## src/rtl/msrv32_lu_pkg.sv

```systemverilog
// msrv32_lu_pkg: load-size codes, FSM states and default bus timeout for the load unit
package msrv32_lu_pkg;
  localparam logic [1:0] LS_BYTE = 2'b00;
  localparam logic [1:0] LS_HALF = 2'b01;
  localparam logic [1:0] LS_WORD = 2'b10;
  localparam int LU_TIMEOUT_CYCLES = 16;
  typedef enum logic [2:0] {IDLE, REQ, WAIT, DONE, DRAIN} lu_state_t;
endpackage

```

## src/rtl/msrv32_lu_extend.sv

```systemverilog
// msrv32_lu_extend: byte/half lane select and sign or zero extension of a loaded word
module msrv32_lu_extend
  import msrv32_lu_pkg::*;
(
  input  logic [31:0] rdata,
  input  logic [1:0]  lane,
  input  logic [1:0]  size,
  input  logic        uns,
  output logic [31:0] result
);
  logic [7:0]  b;
  logic [15:0] h;
  // pick the addressed byte and half, then extend by size; size 11 falls through as a word
  always_comb begin
    b = lane[1] ? (lane[0] ? rdata[31:24] : rdata[23:16]) : (lane[0] ? rdata[15:8] : rdata[7:0]);
    h = lane[1] ? rdata[31:16] : rdata[15:0];
    result = size == LS_BYTE ? {{24{~uns & b[7]}}, b} :
             size == LS_HALF ? {{16{~uns & h[15]}}, h} : rdata;
  end
endmodule

```

## src/rtl/msrv32_load_unit.sv

```systemverilog
// msrv32_load_unit: ready/valid data-memory load FSM with stall, misalign and optional timeout (MSRV32_LU_TIMEOUT_EN)
module msrv32_load_unit
  import msrv32_lu_pkg::*;
#(
  parameter int ADDR_W         = 32,
  parameter int TIMEOUT_CYCLES = LU_TIMEOUT_CYCLES
) (
  input  logic              clk_in,
  input  logic              rst_in,
  input  logic              load_req_in,
  input  logic [1:0]        load_size_in,
  input  logic              load_unsigned_in,
  input  logic [ADDR_W-1:0] addr_in,
  input  logic              flush_in,
  output logic              dmem_req_out,
  output logic [ADDR_W-1:0] dmem_addr_out,
  input  logic              dmem_ready_in,
  input  logic              dmem_valid_in,
  input  logic [31:0]       dmem_rdata_in,
  output logic [31:0]       lu_output_out,
  output logic              lu_valid_out,
  output logic              stall_out,
  output logic              misaligned_out,
  output logic              access_fault_out
);
  lu_state_t   state;
  logic [1:0]  lane_q, size_q;
  logic        uns_q, go, mis, to;
  logic [31:0] ext;

  assign mis = load_size_in[1] ? |addr_in[1:0] : (load_size_in[0] & addr_in[0]);
  assign go = state == IDLE && load_req_in && !flush_in;
  assign stall_out = (go && !mis) || state == REQ || state == WAIT;
  assign dmem_req_out = state == REQ;
  assign lu_valid_out = state == DONE;

  msrv32_lu_extend u_ext (
    .rdata (dmem_rdata_in),
    .lane  (lane_q),
    .size  (size_q),
    .uns   (uns_q),
    .result(ext)
  );

`ifdef MSRV32_LU_TIMEOUT_EN
  localparam int CW = $clog2(TIMEOUT_CYCLES + 1);
  logic [CW-1:0] cnt;
  assign to = cnt == CW'(TIMEOUT_CYCLES - 1);
  // cycles spent in REQ+WAIT since the request was accepted; fault pulses when the limit expires
  always_ff @(posedge clk_in) begin
    if (!rst_in) begin
      cnt <= '0;
      access_fault_out <= 1'b0;
    end else begin
      access_fault_out <= to && !flush_in &&
                          ((state == REQ && !dmem_ready_in) || (state == WAIT && !dmem_valid_in));
      cnt <= (go && !mis) ? '0 : (state == REQ || state == WAIT) ? cnt + 1'b1 : cnt;
    end
  end
`else
  assign to = 1'b0;
  assign access_fault_out = 1'b0 && (TIMEOUT_CYCLES > 0);
`endif

  // load sequencing: capture request, handshake the bus, register the extended result
  always_ff @(posedge clk_in) begin
    if (!rst_in) begin
      state <= IDLE;
      dmem_addr_out <= '0;
      lane_q <= 2'b00;
      size_q <= 2'b00;
      uns_q <= 1'b0;
      lu_output_out <= 32'h0;
      misaligned_out <= 1'b0;
    end else begin
      misaligned_out <= go && mis;
      case (state)
        IDLE: if (go && !mis) begin
          state <= REQ;
          dmem_addr_out <= {addr_in[ADDR_W-1:2], 2'b00};
          lane_q <= addr_in[1:0];
          size_q <= load_size_in;
          uns_q <= load_unsigned_in;
        end
        REQ: state <= flush_in ? (dmem_ready_in ? DRAIN : IDLE) :
                      dmem_ready_in ? WAIT : to ? IDLE : REQ;
        WAIT: begin
          state <= flush_in ? (dmem_valid_in ? IDLE : DRAIN) :
                   dmem_valid_in ? DONE : to ? DRAIN : WAIT;
          if (!flush_in && dmem_valid_in) lu_output_out <= ext;
        end
        DONE: state <= IDLE;
        DRAIN: if (dmem_valid_in) state <= IDLE;
        default: state <= IDLE;
      endcase
    end
  end
endmodule

```

## config.mk

```make
export PLATFORM = sky130hd
export DESIGN_NAME = msrv32_load_unit
export DESIGN_NICKNAME = d
export VERILOG_FILES = /design/src/rtl/msrv32_lu_pkg.sv /design/src/rtl/msrv32_lu_extend.sv /design/src/rtl/msrv32_load_unit.sv
export SDC_FILE = /design/constraint.sdc
export NUM_CORES = 1
export LEC_CHECK = 0
export BUFFER_PORTS_ARGS = -buffer_cell sky130_fd_sc_hd__buf_2
export CAP_MARGIN = 0
export CORE_MARGIN = 1
export CORE_UTILIZATION = 42
export CTS_BUF_LIST = sky130_fd_sc_hd__clkbuf_16
export CTS_CLUSTER_SIZE = 30
export DETAILED_ROUTE_END_ITERATION = 6
export GPL_ROUTABILITY_DRIVEN = 0
export MAX_ROUTING_LAYER = met4
export PLACE_DENSITY = 0.75
export SKIP_CTS_REPAIR_TIMING = 1
export SLEW_MARGIN = 20
export SYNTH_ARGS = -nofsm -noshare
export SYNTH_HDL_FRONTEND = slang
export SYNTH_SLANG_ARGS = --single-unit
```

## constraint.sdc

```tcl
create_clock -name clk_in -period 1.35 [get_ports clk_in]
set_input_delay 0.27 -clock clk_in [delete_from_list [all_inputs] [get_ports clk_in]]
set_output_delay 0.27 -clock clk_in [all_outputs]
set_load 0.1 [all_outputs]
```

After elaboration in Yosys (flattened, before gate mapping) --
Cells that the tools add are included.
Operators by class: multiplexer cells 16, reduce and logical (&&, ||, !) cells 15, equality and inequality tests 7, bitwise operators 4
Operators with widths (number):
- 2-to-1 mux 32 bit | 2
- 2-to-1 mux 8 bit | 3
- 2-to-1 mux 3 bit | 6
- 2-to-1 mux 16 bit | 1
- one-hot mux 3 bit (4 select lines) | 1
- == test 3 x 2 -> 1 bit, second input constant | 2
- AND reduction 2 bit | 3
- logical AND 1 bit | 5
- bitwise AND 1 bit | 3
- == test 3 x 1 -> 1 bit, second input constant | 1
- == test 3 bit, second input constant | 1
- zero test 3 bit | 1
- == test 2 x 1 -> 1 bit, second input constant | 1
- zero test 1 bit | 2
- zero test 2 bit | 1
- logical OR 1 bit | 2
- 2-to-1 mux 1 bit | 2
- 2-to-1 mux 2 bit | 1
- inequality test 2 x 1 -> 1 bit, second input constant | 1
- inequality test 2 bit, second input constant | 1
- OR reduction 2 bit | 1
- NOT 1 bit | 1
Storage, ports and cells: output and inout bits 69, logic and storage cells 49, bits in registers 71

Depth between registers and ports, before layout --
word-level depth 6, depth in mapped cells 7

By module --
Synthesis repeated with hierarchy kept, for this count alone.
Unflattened totals: cell total of the unflattened synthesis 471, area, all modules 4154.0 sq um
Modules (own cells, without submodules):
- msrv32_load_unit | sequential area each 1421.4 sq um, cells each 336, instances 1, area an instance 3136.8 sq um
- msrv32_lu_extend | sequential area each 0.0 sq um, cells each 135, instances 1, area an instance 1017.2 sq um

Least setup slack after synthesis --
OpenSTA, ideal clock, no wires.
path kind flip-flop to output port, start point register state[0], end point output stall_out, cell stages (with the launch flop) 4, buffers on the path 0, setup slack -1702 ps, arrival 2782 ps, cells stage by stage dfxtp_1 nor2b_1 nor2_1 o21ai_0
Between the ends: longest elaborated chain between the ends 6
RTL lines:
- start, declared | RTL line msrv32_load_unit.sv:26 | lu_state_t state;
- start signal, assigned | RTL line msrv32_load_unit.sv:85 | REQ: state <= flush_in ? (dmem_ready_in ? DRAIN : IDLE) :
- start signal, assigned | RTL line msrv32_load_unit.sv:88 | state <= flush_in ? (dmem_valid_in ? IDLE : DRAIN) :
- zero test 3 bit | RTL line msrv32_load_unit.sv:32 | assign go = state == IDLE && load_req_in && !flush_in;
- logical AND 1 bit (2 in a row) | RTL line msrv32_load_unit.sv:32
- logical AND 1 bit | RTL line msrv32_load_unit.sv:33 | assign stall_out = (go && !mis) || state == REQ || state == WAIT;
- logical OR 1 bit | RTL line msrv32_load_unit.sv:33
- logical OR 1 bit (*) | RTL line msrv32_load_unit.sv:33
- end, declared | RTL line msrv32_load_unit.sv:22 | output logic stall_out,
Mark *: on every way between the ends. The rest lies on a longest branch, timed or not.

Final worst setup path --
start point register state[2], end point output stall_out
The elaborated chain is that of the path after synthesis.

==> tab_implementation.tex <==
\begin{tabular}{lr}
\hline
Metric & Value \\
\hline
\multicolumn{2}{l}{\textbf{Outcome}} \\
Status & finished, violations left \\
Violated checks & negative setup slack \\
\multicolumn{2}{l}{\textbf{GRT}} \\
Initial antenna violation count & 0 \\
Wire length of the first global-routing pass & roughly 14000 µm \\
Pin count of the biggest net entering global routing & 34 \\
Tot GR Track Use & 0.243 \\
Total congestion overflow & 0 \\
Vias in the first global route & approximately 3k \\
\multicolumn{2}{l}{\textbf{Route}} \\
Wire length per cell after detailed routing & 17.0 µm \\
Count of TritonRoute iterations in the first routing pass & 5 \\
Final Routed Wirelength & around 11000 µm \\
Routed via count divided by cell count & between 5 and 6 \\
Total vias in the final route & roughly 3.5k \\
Count of unresolved DRC violations after routing & 0 \\
Antenna Nets Post-Route & 0 \\
First DRT Iteration DRCs & about 200 \\
\multicolumn{2}{l}{\textbf{Synthesis}} \\
Cell types with the highest counts after synthesis & sky130\_fd\_sc\_hd\_\_dfxtp\_1 (71), sky130\_fd\_sc\_hd\_\_nor2\_1 (65), sky130\_fd\_sc\_hd\_\_nand2\_1 (41), sky130\_fd\_sc\_hd\_\_mux2i\_1 (36), sky130\_fd\_sc\_hd\_\_a21oi\_1 (27) \\
Area share of the largest cell type after synthesis & 0.450 \\
Sequential share of the synthesized area & 0.450 \\
Share of synthesized registers carrying an async set or reset & 0 \\
Adder-Cell Fraction of Synth Area & 0 \\
Fraction of the mapped netlist area in compound gates & 0.159 \\
Warnings, synthesis & 0 \\
Syn Inst Count & roughly 350 \\
Post-synth top area cell & sky130\_fd\_sc\_hd\_\_dfxtp\_1 \\
Yosys reg bits & slightly above 70 \\
Library cell with the highest instance count after synthesis & sky130\_fd\_sc\_hd\_\_dfxtp\_1 \\
Main flop type after synthesis & sky130\_fd\_sc\_hd\_\_dfxtp\_1 \\
Post-synth EDFFs & 0 \\
Average footprint of a synthesized cell & between 9 and 10 µm² \\
Top post-synthesis cells by area & sky130\_fd\_sc\_hd\_\_dfxtp\_1 (45\%), sky130\_fd\_sc\_hd\_\_mux2i\_1 (11\%), sky130\_fd\_sc\_hd\_\_nor2\_1 (7.7\%) \\
Distinct cell type count after synthesis & 36 \\
Main combinational cell family by area after synthesis & multiplexers \\
Synth Area in XOR/XNOR & 0 \\
Share of synthesized area spent on multiplexers & 0.175 \\
Synth Area in Simple Gates & 0.160 \\
Netlist Area Pre-Place & 3160 µm² \\
\multicolumn{2}{l}{\textbf{Clocking}} \\
CTS H-Tree Depth & 3 \\
Clock Tree Root & sky130\_fd\_sc\_hd\_\_clkbuf\_16 \\
TritonCTS clock tree & yes \\
Latest clock arrival within the worst-skew pair & about 330 ps \\
CTS Buf Count & 9 \\
Buffer levels on the longest clock path & 2 \\
Clk pin slew, worst setup/hold paths & about 60 ps \\
Total clock sinks & between 70 and 80 \\
\multicolumn{2}{l}{\textbf{STA}} \\
Worst-case hold slack & between 150 and 200 ps \\
Final count of negative-setup-slack endpoints & between 60 and 70 \\
Worst setup skew after layout & 5.79 ps \\
Number of hold violations in the final report & 0 \\
Period utilisation layout & 1.20 \\
Max frequency & between 0.6 and 0.7 GHz \\
Setup slack of the critical path after layout & -274 ps \\
Number of pins with negative max-slew slack in the final report & 0 \\
Unrepaired setup endpoints after global routing & true \\
Clock period minus worst slack & 1620 ps \\
\multicolumn{2}{l}{\textbf{Die}} \\
Top-level port count & 142 \\
Die width & 88.8 µm \\
Starting density of the core & 0.436 \\
Chip Height & between 80 and 90 µm \\
Core Box Area & roughly 7300 µm² \\
Placement Rows & 31 \\
Total die area & between 7000 and 8000 µm² \\
\multicolumn{2}{l}{\textbf{Power}} \\
Sum of internal, switching and leakage power & just under 0.006 W \\
Standby leakage power & $\sim$2.5 nW \\
Power per unit of standard cell area & roughly 1100 nW/µm² \\
Worst vdd rail ir drop & roughly 1100 µV \\
\multicolumn{2}{l}{\textbf{Worst setup path}} \\
Data required time at the worst endpoint & 1080 ps \\
Startpoint kind of the worst setup timing path & register \\
Kind of critical path & reg -> out \\
CP Capture Type & output port \\
Worst EP arrival & roughly 1400 ps \\
Critical Path Fanout Max & 4 \\
\multicolumn{2}{l}{\textbf{Layout}} \\
Share of post-route cells with drive strength above 1 & 0.478 \\
Number of diodes & 0 \\
Nets & $\sim$600 \\
Sequential cell area in the final layout & 1440 µm² \\
Non-filler instance count after layout & 628 \\
Area growth, synth to finish & 72.4\% \\
Multi-input gate area & between 1500 and 2000 µm² \\
Filler Cells Inserted & around 480 \\
\multicolumn{2}{l}{\textbf{Flow run}} \\
Maximum Capacitance Violations & 0 \\
\multicolumn{2}{l}{\textbf{Placed design}} \\
Detail Placement HPWL & between 6000 and 7000 µm \\
Number of buffers inserted by port buffering & 138 \\
Post-place setup slack & -154 ps \\
Placed cell count & slightly below 600 \\
\multicolumn{2}{l}{\textbf{Min path}} \\
Worst min-delay path class & in -> reg \\
\hline
\end{tabular}
-- worst max-delay path, stage by stage (launching register included) --
cell                        delay (ps)
sky130_fd_sc_hd__dfxtp_2           330
sky130_fd_sc_hd__nor2_4             90
sky130_fd_sc_hd__buf_6             120
sky130_fd_sc_hd__o2111ai_4         160
sky130_fd_sc_hd__o21ai_4           120
sky130_fd_sc_hd__buf_12            190
-- flip-flops by register name, indices dropped and copies added (netlist names) --
signal          count
size_q              2
dmem_addr_out      30
lu_output_out      32
uns_q               1
state               3
misaligned_out      1
lane_q              2
-- final cells by class --
type,instances,share of cell area
Timing Repair Buffer,194,0.328
Clock buffer,9,0.0413
Tap cell,99,0.0227
Inverter,2,0.00138
Sequential cell,71,0.264
Clock inverter,6,0.0158
Multi-Input combinational cell,247,0.327
-- layout by cell type (no fill, tap or decap), types with 2 or more instances in the layout --
cell,n
sky130_fd_sc_hd__o21ai_1,8
sky130_fd_sc_hd__clkbuf_4,41
sky130_fd_sc_hd__o21ai_0,17
sky130_fd_sc_hd__buf_4,31
sky130_fd_sc_hd__dfxtp_4,3
sky130_fd_sc_hd__mux2i_1,34
sky130_fd_sc_hd__nor2_1,60
sky130_fd_sc_hd__nand2_1,40
sky130_fd_sc_hd__conb_1,3
sky130_fd_sc_hd__dfxtp_1,65
sky130_fd_sc_hd__nor2_4,4
sky130_fd_sc_hd__a21oi_2,9
sky130_fd_sc_hd__nand3b_1,2
sky130_fd_sc_hd__clkbuf_16,13
sky130_fd_sc_hd__nor4_1,2
sky130_fd_sc_hd__bufinv_16,2
sky130_fd_sc_hd__mux2_4,2
sky130_fd_sc_hd__buf_2,73
sky130_fd_sc_hd__o221a_1,8
sky130_fd_sc_hd__o31a_4,2
sky130_fd_sc_hd__clkinvlp_4,3
sky130_fd_sc_hd__nor2b_4,3
sky130_fd_sc_hd__nand2b_1,2
sky130_fd_sc_hd__mux2i_4,2
sky130_fd_sc_hd__mux4_2,7
sky130_fd_sc_hd__o311a_1,7
sky130_fd_sc_hd__inv_1,2
sky130_fd_sc_hd__a21oi_1,18
sky130_fd_sc_hd__dfxtp_2,3
sky130_fd_sc_hd__buf_6,13
sky130_fd_sc_hd__buf_12,31
-- through the flow --
stage,area [µm²],setup TNS [ps],utilization
floorplan,3230,-623,-
global placement,4620,-5910,0.637
detailed placement,4620,-7640,0.637
CTS,4930,-7650,0.680
global route,5450,-9190,0.751
finish,5450,-6370,0.751
-- report_power, final --
group	internal [W]	switching, W	leakage, nW
Sequential	0.00215	0.0000466	0.578
Clock	0.00160	0.000892	0.141
Combinational	0.000439	0.000744	1.80
-- logic make-up after synthesis --
kind of cell	after synthesis
and+or+nand+nor	122
AOI/OAI and AO/OA	75
DFF	71
muxes	46
buffers and inverters	32
other	1
-- worst paths after layout --
path / slack (ps) / from / depth (start not counted) / endpoint
max: -270 / state[2] / 5 / stall_out
min: 180 / addr_in[30] / 3 / dmem_addr_out[30]
max reg2reg: -160 / state[2] / 8 / dmem_addr_out[17]
min reg2reg: 500 / dmem_addr_out[3] / 2 / dmem_addr_out[3]
-- routing by layer --
metal / part of all wire / routed length [µm] / track usage
met1: 0.39 / 4160 / 0.279
met2: 0.51 / 5450 / 0.408
met3: 0.074 / 788 / 0.0466
met4: 0.025 / 271 / 0.113
met5: 0 / 0 / -
No activity file was read; power rests on OpenSTA's default activity.
